$ cat src/rtl/cortex_m0_sysexc_ctrl.sv
// System-exception pend/arbitration stage for NMI, PendSV and SysTick.
// Latches pend causes, ranks eligible exceptions and hands one winner to the core.
module cortex_m0_sysexc_ctrl #(
  parameter int PRI_BITS = 2,
  parameter int RANK_W   = PRI_BITS + 1
) (
  input  logic              clk,
  input  logic              reset,
  input  logic              systick_evt,
  input  logic              nmi_in,
  input  logic              icsr_wr,
  input  logic [31:0]       icsr_wdata,
  input  logic              shpr3_wr,
  input  logic [31:0]       shpr3_wdata,
  input  logic              primask,
  input  logic [RANK_W-1:0] cur_rank,
  input  logic              exc_ack,
  input  logic              exc_ret,
  input  logic [5:0]        exc_ret_num,
  output logic              exc_req,
  output logic [5:0]        exc_num,
  output logic [2:0]        pend_bits,
  output logic [2:0]        active_bits,
  output logic [31:0]       shpr3_rdata
);

  localparam logic [5:0]        NUM_NMI   = 6'd2;
  localparam logic [5:0]        NUM_SV    = 6'd14;
  localparam logic [5:0]        NUM_ST    = 6'd15;
  localparam logic [RANK_W-1:0] RANK_NMI  = '0;
  localparam logic [RANK_W-1:0] RANK_BASE = RANK_W'(2);

  typedef enum logic [1:0] {
    IDLE  = 2'd0,
    REQ   = 2'd1,
    ACKED = 2'd2
  } state_t;

  state_t state, state_next;

  logic                pend_nmi, pend_sv, pend_st;
  logic                act_nmi, act_sv, act_st;
  logic [PRI_BITS-1:0] pri_sv, pri_st;
  logic                nmi_q, nmi_armed;
  logic                req_next;
  logic [5:0]          num_next;

  // ICSR field decode
  logic nmi_set_w, sv_set_w, sv_clr_w, st_set_w, st_clr_w;
  assign nmi_set_w = icsr_wr & icsr_wdata[31];
  assign sv_set_w  = icsr_wr & icsr_wdata[28];
  assign sv_clr_w  = icsr_wr & icsr_wdata[27];
  assign st_set_w  = icsr_wr & icsr_wdata[26];
  assign st_clr_w  = icsr_wr & icsr_wdata[25];

  logic unused_wdata;
  assign unused_wdata = &{1'b0, icsr_wdata[30:29], icsr_wdata[24:0],
                          shpr3_wdata[31-PRI_BITS:24], shpr3_wdata[23-PRI_BITS:0]};

  // nmi_armed suppresses a false edge when nmi_in is already high as reset releases.
  logic nmi_edge;
  assign nmi_edge = nmi_in & ~nmi_q & nmi_armed;

  // Handshake: exc_req/exc_num are valid from REQ entry and stay frozen until the
  // cycle exc_ack=1 (ready) is seen in REQ; that cycle completes the transfer.
  logic ack_fire, ack_nmi, ack_sv, ack_st;
  assign ack_fire = (state == REQ) & exc_ack;
  assign ack_nmi  = ack_fire & (exc_num == NUM_NMI);
  assign ack_sv   = ack_fire & (exc_num == NUM_SV);
  assign ack_st   = ack_fire & (exc_num == NUM_ST);

  logic inflight_sv, inflight_st;
  assign inflight_sv = (state == REQ) & (exc_num == NUM_SV);
  assign inflight_st = (state == REQ) & (exc_num == NUM_ST);

  logic set_nmi, set_sv, set_st, clr_sv, clr_st;
  assign set_nmi = nmi_edge | nmi_set_w;
  assign set_sv  = sv_set_w & ~sv_clr_w;
  assign set_st  = systick_evt | (st_set_w & ~st_clr_w);
  assign clr_sv  = ack_sv | (sv_clr_w & ~sv_set_w & ~inflight_sv);
  assign clr_st  = ack_st | (st_clr_w & ~st_set_w & ~inflight_st);

  logic ret_nmi, ret_sv, ret_st;
  assign ret_nmi = exc_ret & (exc_ret_num == NUM_NMI);
  assign ret_sv  = exc_ret & (exc_ret_num == NUM_SV);
  assign ret_st  = exc_ret & (exc_ret_num == NUM_ST);

  always_ff @(posedge clk or posedge reset) begin
    if (reset) begin
      nmi_q     <= 1'b0;
      nmi_armed <= 1'b0;
      pend_nmi  <= 1'b0;
      pend_sv   <= 1'b0;
      pend_st   <= 1'b0;
      act_nmi   <= 1'b0;
      act_sv    <= 1'b0;
      act_st    <= 1'b0;
      pri_sv    <= '0;
      pri_st    <= '0;
    end else begin
      nmi_q     <= nmi_in;
      nmi_armed <= 1'b1;

      if (set_nmi)      pend_nmi <= 1'b1;
      else if (ack_nmi) pend_nmi <= 1'b0;
      if (set_sv)       pend_sv  <= 1'b1;
      else if (clr_sv)  pend_sv  <= 1'b0;
      if (set_st)       pend_st  <= 1'b1;
      else if (clr_st)  pend_st  <= 1'b0;

      // Acceptance outranks a coincident return for the same exception.
      if (ack_nmi)      act_nmi <= 1'b1;
      else if (ret_nmi) act_nmi <= 1'b0;
      if (ack_sv)       act_sv  <= 1'b1;
      else if (ret_sv)  act_sv  <= 1'b0;
      if (ack_st)       act_st  <= 1'b1;
      else if (ret_st)  act_st  <= 1'b0;

      if (shpr3_wr) begin
        pri_st <= shpr3_wdata[31 -: PRI_BITS];
        pri_sv <= shpr3_wdata[23 -: PRI_BITS];
      end
    end
  end

  logic [RANK_W-1:0] rank_sv, rank_st;
  assign rank_sv = RANK_BASE + RANK_W'(pri_sv);
  assign rank_st = RANK_BASE + RANK_W'(pri_st);

  logic elig_nmi, elig_sv, elig_st;
  assign elig_nmi = pend_nmi & ~act_nmi & (RANK_NMI < cur_rank);
  assign elig_sv  = pend_sv & ~act_sv & ~primask & (rank_sv < cur_rank);
  assign elig_st  = pend_st & ~act_st & ~primask & (rank_st < cur_rank);

  // NMI always holds rank 0; between the configurable ones a tie favours PendSV.
  logic       any_elig;
  logic [5:0] winner;
  always_comb begin
    any_elig = elig_nmi | elig_sv | elig_st;
    winner   = NUM_ST;
    if (elig_nmi)                                  winner = NUM_NMI;
    else if (elig_sv && (!elig_st || rank_sv <= rank_st)) winner = NUM_SV;
  end

  always_comb begin
    state_next = state;
    req_next   = exc_req;
    num_next   = exc_num;
    case (state)
      IDLE: begin
        if (any_elig) begin
          req_next   = 1'b1;
          num_next   = winner;
          state_next = REQ;
        end
      end
      REQ: begin
        if (exc_ack) begin
          req_next   = 1'b0;
          state_next = ACKED;
        end
      end
      ACKED: state_next = IDLE;
      default: begin
        req_next   = 1'b0;
        state_next = IDLE;
      end
    endcase
  end

  always_ff @(posedge clk or posedge reset) begin
    if (reset) begin
      state   <= IDLE;
      exc_req <= 1'b0;
      exc_num <= 6'd0;
    end else begin
      state   <= state_next;
      exc_req <= req_next;
      exc_num <= num_next;
    end
  end

  assign pend_bits   = {pend_nmi, pend_sv, pend_st};
  assign active_bits = {act_nmi, act_sv, act_st};

  always_comb begin
    shpr3_rdata = 32'd0;
    shpr3_rdata[31 -: PRI_BITS] = pri_st;
    shpr3_rdata[23 -: PRI_BITS] = pri_sv;
  end

endmodule

$ cat config.mk
export PLATFORM = sky130hd
export DESIGN_NAME = cortex_m0_sysexc_ctrl
export DESIGN_NICKNAME = d
export VERILOG_FILES = /design/src/rtl/cortex_m0_sysexc_ctrl.sv
export SDC_FILE = /design/constraint.sdc
export NUM_CORES = 1
export LEC_CHECK = 0
export ABC_AREA = 1
export ABC_CLOCK_PERIOD_IN_PS = 1800
export BUFFER_PORTS_ARGS = -buffer_cell sky130_fd_sc_hd__buf_2
export CAP_MARGIN = 20
export CORE_MARGIN = 4
export CORE_UTILIZATION = 36
export DETAILED_ROUTE_END_ITERATION = 6
export HOLD_SLACK_MARGIN = 0.03
export PLACE_DENSITY = 0.83
export SKIP_LAST_GASP = 1
export SYNTH_ARGS = -nofsm -noshare
export SYNTH_HDL_FRONTEND = slang
export SYNTH_SLANG_ARGS = --single-unit
$ cat constraint.sdc
create_clock -name clk -period 1.8 [get_ports clk]
set_clock_uncertainty 0.1 [all_clocks]
set_input_delay 0.36 -clock clk [delete_from_list [all_inputs] [get_ports clk]]
set_output_delay 0.36 -clock clk [all_outputs]
set_load 0.02 [all_outputs]
After elaboration in Yosys (flattened, before gate mapping)
Cells that the tools add are included.
{"block": "classes", "bitwise_logic": 48, "n_eq_ne": 10, "mux": 20, "add_sub_neg": 2, "reduce_logical": 13, "n_lt_le_gt_ge": 4}
{"op": "$and A1 B1 Y1", "n": 30}
{"op": "$eq A6 B4 Y1 const B", "n": 4}
{"op": "$mux W1", "n": 15}
{"op": "$eq A6 B2 Y1 const B", "n": 2}
{"op": "$not A1 Y1", "n": 12}
{"op": "$reduce_bool A2 Y1", "n": 6}
{"op": "$add A2 B2 Y3 const A", "n": 2}
{"op": "$lt A3 B3 Y1", "n": 2}
{"op": "$or A1 B1 Y1", "n": 6}
{"op": "$mux W2", "n": 2}
{"op": "$mux W4", "n": 1}
{"op": "$ne A2 B2 Y1 const B", "n": 2}
{"op": "$pmux W2 S2", "n": 1}
{"op": "$reduce_and A2 Y1", "n": 2}
{"op": "$le A3 B3 Y1", "n": 1}
{"op": "$lt A1 B3 Y1 const A", "n": 1}
{"op": "$pmux W1 S3", "n": 1}
{"op": "$reduce_and A3 Y1", "n": 1}
{"op": "$eq A2 B1 Y1 const B", "n": 1}
{"op": "$eq A2 B2 Y1 const B", "n": 1}
{"op": "$logic_not A2 Y1", "n": 1}
{"op": "$logic_and A1 B1 Y1", "n": 1}
{"op": "$logic_not A1 Y1", "n": 1}
{"op": "$logic_or A1 B1 Y1", "n": 1}
{"block": "word_totals", "out_inout_bits": 45, "regBits": 21, "elab_cells": 110, "input_bits": 82}

Longest topological paths before layout
{"block": "depth", "ltp_word": 9, "depth_mapped": 10, "mapped_depth_nobuf": 10}

Least setup slack after synthesis
Ideal clock, no wire load.
{"block": "synth_timing", "path_type": "register to register", "startpoint": "register pri_sv[1]", "endpoint": "register exc_num[0]", "setup_slack_ns": 0.254, "path_stages_with_launch": 11, "path_buffers": 0, "required_time_ns": 1.582, "arrival_ns": 1.327, "cell_sequence": "dfrtp_1 > inv_1 > ha_1 > nand2_1 > inv_1 > nand2_1 > nand3_2 > nand3_2 > nand2_4 > nand2_1 > o21ai_2"}
{"block": "synth_via", "elab_chain_cells": 6, "elab_cells_between_ends": 11}
{"element": "from (decl)", "line": "43", "rtl": "logic [PRI_BITS-1:0] pri_sv, pri_st;"}
{"element": "from (signal assigned)", "line": "121", "rtl": "pri_sv <= shpr3_wdata[23 -: PRI_BITS];"}
{"element": "$add A2 B2 Y3 (*)", "line": "127", "rtl": "assign rank_sv = RANK_BASE + RANK_W'(pri_sv);"}
{"element": "$lt A3 B3 Y1 / $le A3 B3 Y1 (equally long branches)", "line": "132, 142"}
{"element": "$and A1 B1 Y1 / $logic_or A1 B1 Y1 (equally long branches)", "line": "132, 142"}
{"element": "$or A1 B1 Y1 / $logic_and A1 B1 Y1 (equally long branches)", "line": "139, 142"}
{"element": "$or A1 B1 Y1 / $mux W1 (equally long branches)", "line": "139, 142"}
{"element": "$reduce_and A2 Y1 (no line) / $mux W4 (equally long branches)"}
{"element": "to (signal assigned)", "line": "179", "rtl": "exc_num <= num_next;"}
{"element": "to (decl)", "line": "21", "rtl": "output logic [5:0] exc_num,"}
Mark *: on every way between the ends. The rest lies on a longest branch, timed or not.
A chain may end at the register's enable or synchronous reset.

Final worst setup path
Ends and elaborated chain as after synthesis.

==> impl_metrics.json <==
{
  "outcome": "finished, final reports clean",
  "nets": 290,
  "grt_overflow": 0,
  "cp_max_fo": 6,
  "maxCapViolCount": 0,
  "drt_iter0_markers": 17,
  "synthAdderAreaFrac_pct": 5.764,
  "swShare_pct": 44.64,
  "syn_area_mm2": 0.001302,
  "p_sw_mw": 0.7135,
  "viasPerCell": 4.109,
  "cpPeakStageDelay_ns": 0.41,
  "hp-class": "in -> async",
  "period_needed_ns": 1.511,
  "synth.area.mux_share_pct": 0,
  "drv_slew": 0,
  "synth-xor-area-share_pct": 0,
  "slowest_stage": "dfrtp_1",
  "ctsResizeCount": 0,
  "cp-end-kind": "flop",
  "pwr-share-comb_pct": 46.2,
  "clkPwrFrac_pct": 15.6,
  "core_area_mm2": 0.003416,
  "grt_use_total_pct": 10.78,
  "p_per_area_mw_per_mm2": 1116,
  "fmax_ghz": 0.6619,
  "required_ns": 1.89,
  "postCtsSetupRepairBufs": 0,
  "htree_levels": 1,
  "p_int_mw": 0.8849,
  "rsz0062_at_grt": "false",
  "clk_latency_ns": 0.29,
  "ant_nets": 0,
  "placementRows": 21,
  "synth_seq_cells": 18,
  "finalSetupTns_ns": 0,
  "reg2reg_slack_ns": 0.29,
  "place_area_mm2": 0.001396,
  "grt_pass1_wl_mm": 3.739,
  "path_clk_slew_ns": 0.10,
  "die_w_um": 68.15,
  "pwr-share-seq_pct": 38.2,
  "synth_cell_types": 27,
  "io_pins": 127,
  "path_cells": "inv_1 > ha_1 > nand2_1 > inv_1 > nand2_1 > nand3_2 > nand3_2 > nand2_4 > nand2_1 > o21ai_2",
  "wl_per_cell_um": 9.976,
  "ir_drop_v": 0.0003878,
  "finalHoldViolations": 0,
  "path_buf_inv": 2,
  "drive_gt1_share_pct": 28.86,
  "cts_root_buffer": "clkbuf_4",
  "p_leak_nw": 0.8166,
  "syn_avg_cell_area_um2": 7.942,
  "wirelength_mm": 2.464,
  "antenna_found_initial": 0,
  "clock_sinks": 18,
  "drtPass1Iterations": 5,
  "crit-reg2reg-launch": "pri_sv[1]",
  "area_growth_pct": 9.990,
  "worstSetupPathType": "reg -> reg",
  "synth_cells": 164,
  "drc": 0,
  "first_global_vias": 921,
  "port_buffers": 41,
  "timing.rr.end": "exc_num[0]",
  "numCtsBuffers": 3,
  "clk_path_buf_depth": 2,
  "vias": 1015,
  "gp_congestion": 0.7919,
  "slew_headroom_pct": 54.71,
  "synth_seq_area_share_pct": 34.58,
  "initial_core_util_pct": 38.13,
  "grt_max_degree": 19,
  "die_area_mm2": 0.004644,
  "die_y_um": 68.15,
  "crit_path_frequent_cell": "nand2_1",
  "yosys_warnings": 0,
  "ctsHoldBuffers": 0,
  "finalCritPeriodShare_pct": 83.93,
  "n_antenna_cell": 0,
  "synth-compound-area-share_pct": 7.877,
  "synth_top_family_by_area": "buffers and inverters",
  "worst_pin_slew_ns": 0.6786,
  "ff2ff_path_depth": 10,
  "dp_hpwl_mm": 2.153,
  "cts_tree": "yes",
  "crit_path_start_kind": "flop",
  "final_area_mm2": 0.001433,
  "synth-simple-area-share_pct": 23.54,
  "setup_viol": 0,
  "cp_top_family": "simple AND/OR/NAND/NOR gates",
  "arrival_ns": 1.60
}
-- Yosys cell counts --
master	count	area, µm²
a21oi_1	4	20.02
a21oi_2	1	8.760
a41oi_1	1	8.760
buf_4	37	277.8
conb_1	2	7.510
dfrtp_1	18	450.4
ha_1	6	75.07
inv_1	19	71.32
inv_2	3	11.26
nand2_1	32	120.1
nand2_4	1	11.26
nand3_1	8	40.04
nand3_2	2	20.02
nand3b_1	2	15.01
nand3b_2	1	11.26
nand4_1	1	6.260
nor2_1	8	30.03
nor2_2	2	12.51
nor2_4	2	22.52
nor3_1	2	10.01
nor3b_1	1	7.510
o211ai_1	1	7.510
o21ai_0	6	30.03
o21ai_1	1	5.000
o21ai_2	1	8.760
o22ai_1	1	6.260
o31ai_1	1	7.510
-- placed cells by master, fill, tap and decap left out, types with 2 or more instances in the layout --
| master | count |
|---|---|
| a21oi_1 | 4 |
| buf_2 | 41 |
| clkbuf_4 | 3 |
| conb_1 | 31 |
| dfrtp_1 | 18 |
| ha_1 | 6 |
| inv_1 | 19 |
| inv_2 | 3 |
| nand2_1 | 32 |
| nand3_1 | 8 |
| nand3_2 | 2 |
| nand3b_1 | 2 |
| nor2_1 | 8 |
| nor2_2 | 2 |
| nor2_4 | 2 |
| nor3_1 | 2 |
| o21ai_0 | 6 |
-- worst max-delay path by stage --
| stage | cells after the start | startpoint | slack [ns] | end |
|---|---|---|---|---|
| after global routing | 10 | pri_sv[1] | 0.16 | exc_num[0] |
| after CTS | 10 | pri_sv[1] | 0.27 | exc_num[0] |
| after floorplan | 10 | pri_sv[1] | 0.25 | exc_num[0] |
| after detailed placement | 10 | cur_rank[2] | 0.18 | exc_num[0] |
| after global placement | 10 | cur_rank[2] | 0.18 | exc_num[0] |
| final | 10 | pri_sv[1] | 0.29 | exc_num[0] |
-- registers in the layout, indices dropped and copies added (netlist names), 2 cells and up --
| name | count |
|---|---|
| pri_sv | 2 |
| exc_num | 3 |
| state | 2 |
| pri_st | 2 |
-- power groups by stage --
stage               Sequential (mW)  Clock, mW  Combinational (mW)
global placement              0.613          0               0.733
floorplan                     0.651          0               0.628
CTS                           0.611      0.259               0.748
global route                  0.629      0.273               0.821
finish                        0.611      0.249               0.739
detailed placement            0.619          0               0.746
-- logic make-up after synthesis --
logic type      after synthesis
simple gates                 62
flops                        18
compound gates               17
buf+inv                      59
fa+ha+maj                     6
other cells                   2
-- metal layers --
| metal | wire [µm] | track usage (%) | up-vias | part of all wire (%) |
|---|---|---|---|---|
| met3 | 238 | 1.806 | 4 | 9.7 |
| met4 | 51 | 5.955 | 0 | 2.1 |
| met5 | 0 | 0 | - | 0 |
| li1 | - | - | 530 | - |
| met1 | 1004 | 12.93 | 441 | 41 |
| met2 | 1170 | 18.17 | 40 | 47 |
-- through the flow --
| step | instances | power, mW | utilization, % | worst slack (ns) | hold WS [ns] |
|---|---|---|---|---|---|
| global route | 247 | 1.723 | 41.94 | 0.1557 | 0.09135 |
| detailed placement | 243 | 1.365 | 40.88 | 0.1795 | 0.3948 |
| floorplan | 193 | 1.279 | - | 0.2544 | 0.1986 |
| global placement | 243 | 1.347 | 40.88 | 0.1819 | 0.3837 |
| finish | 247 | 1.598 | 41.94 | 0.2893 | 0.04866 |
| CTS | 247 | 1.618 | 41.94 | 0.2744 | 0.06625 |
-- cell type report --
cell class / count / area [µm²]
Multi-Input combinational cell: 116 / 600.6
Inverter: 22 / 82.58
Timing Repair Buffer: 41 / 205.2
Tap cell: 46 / 57.56
Fill cell: 363 / 1983
Sequential cell: 18 / 450.4
Clock buffer: 4 / 36.28
No activity file was read; power rests on OpenSTA's default activity.
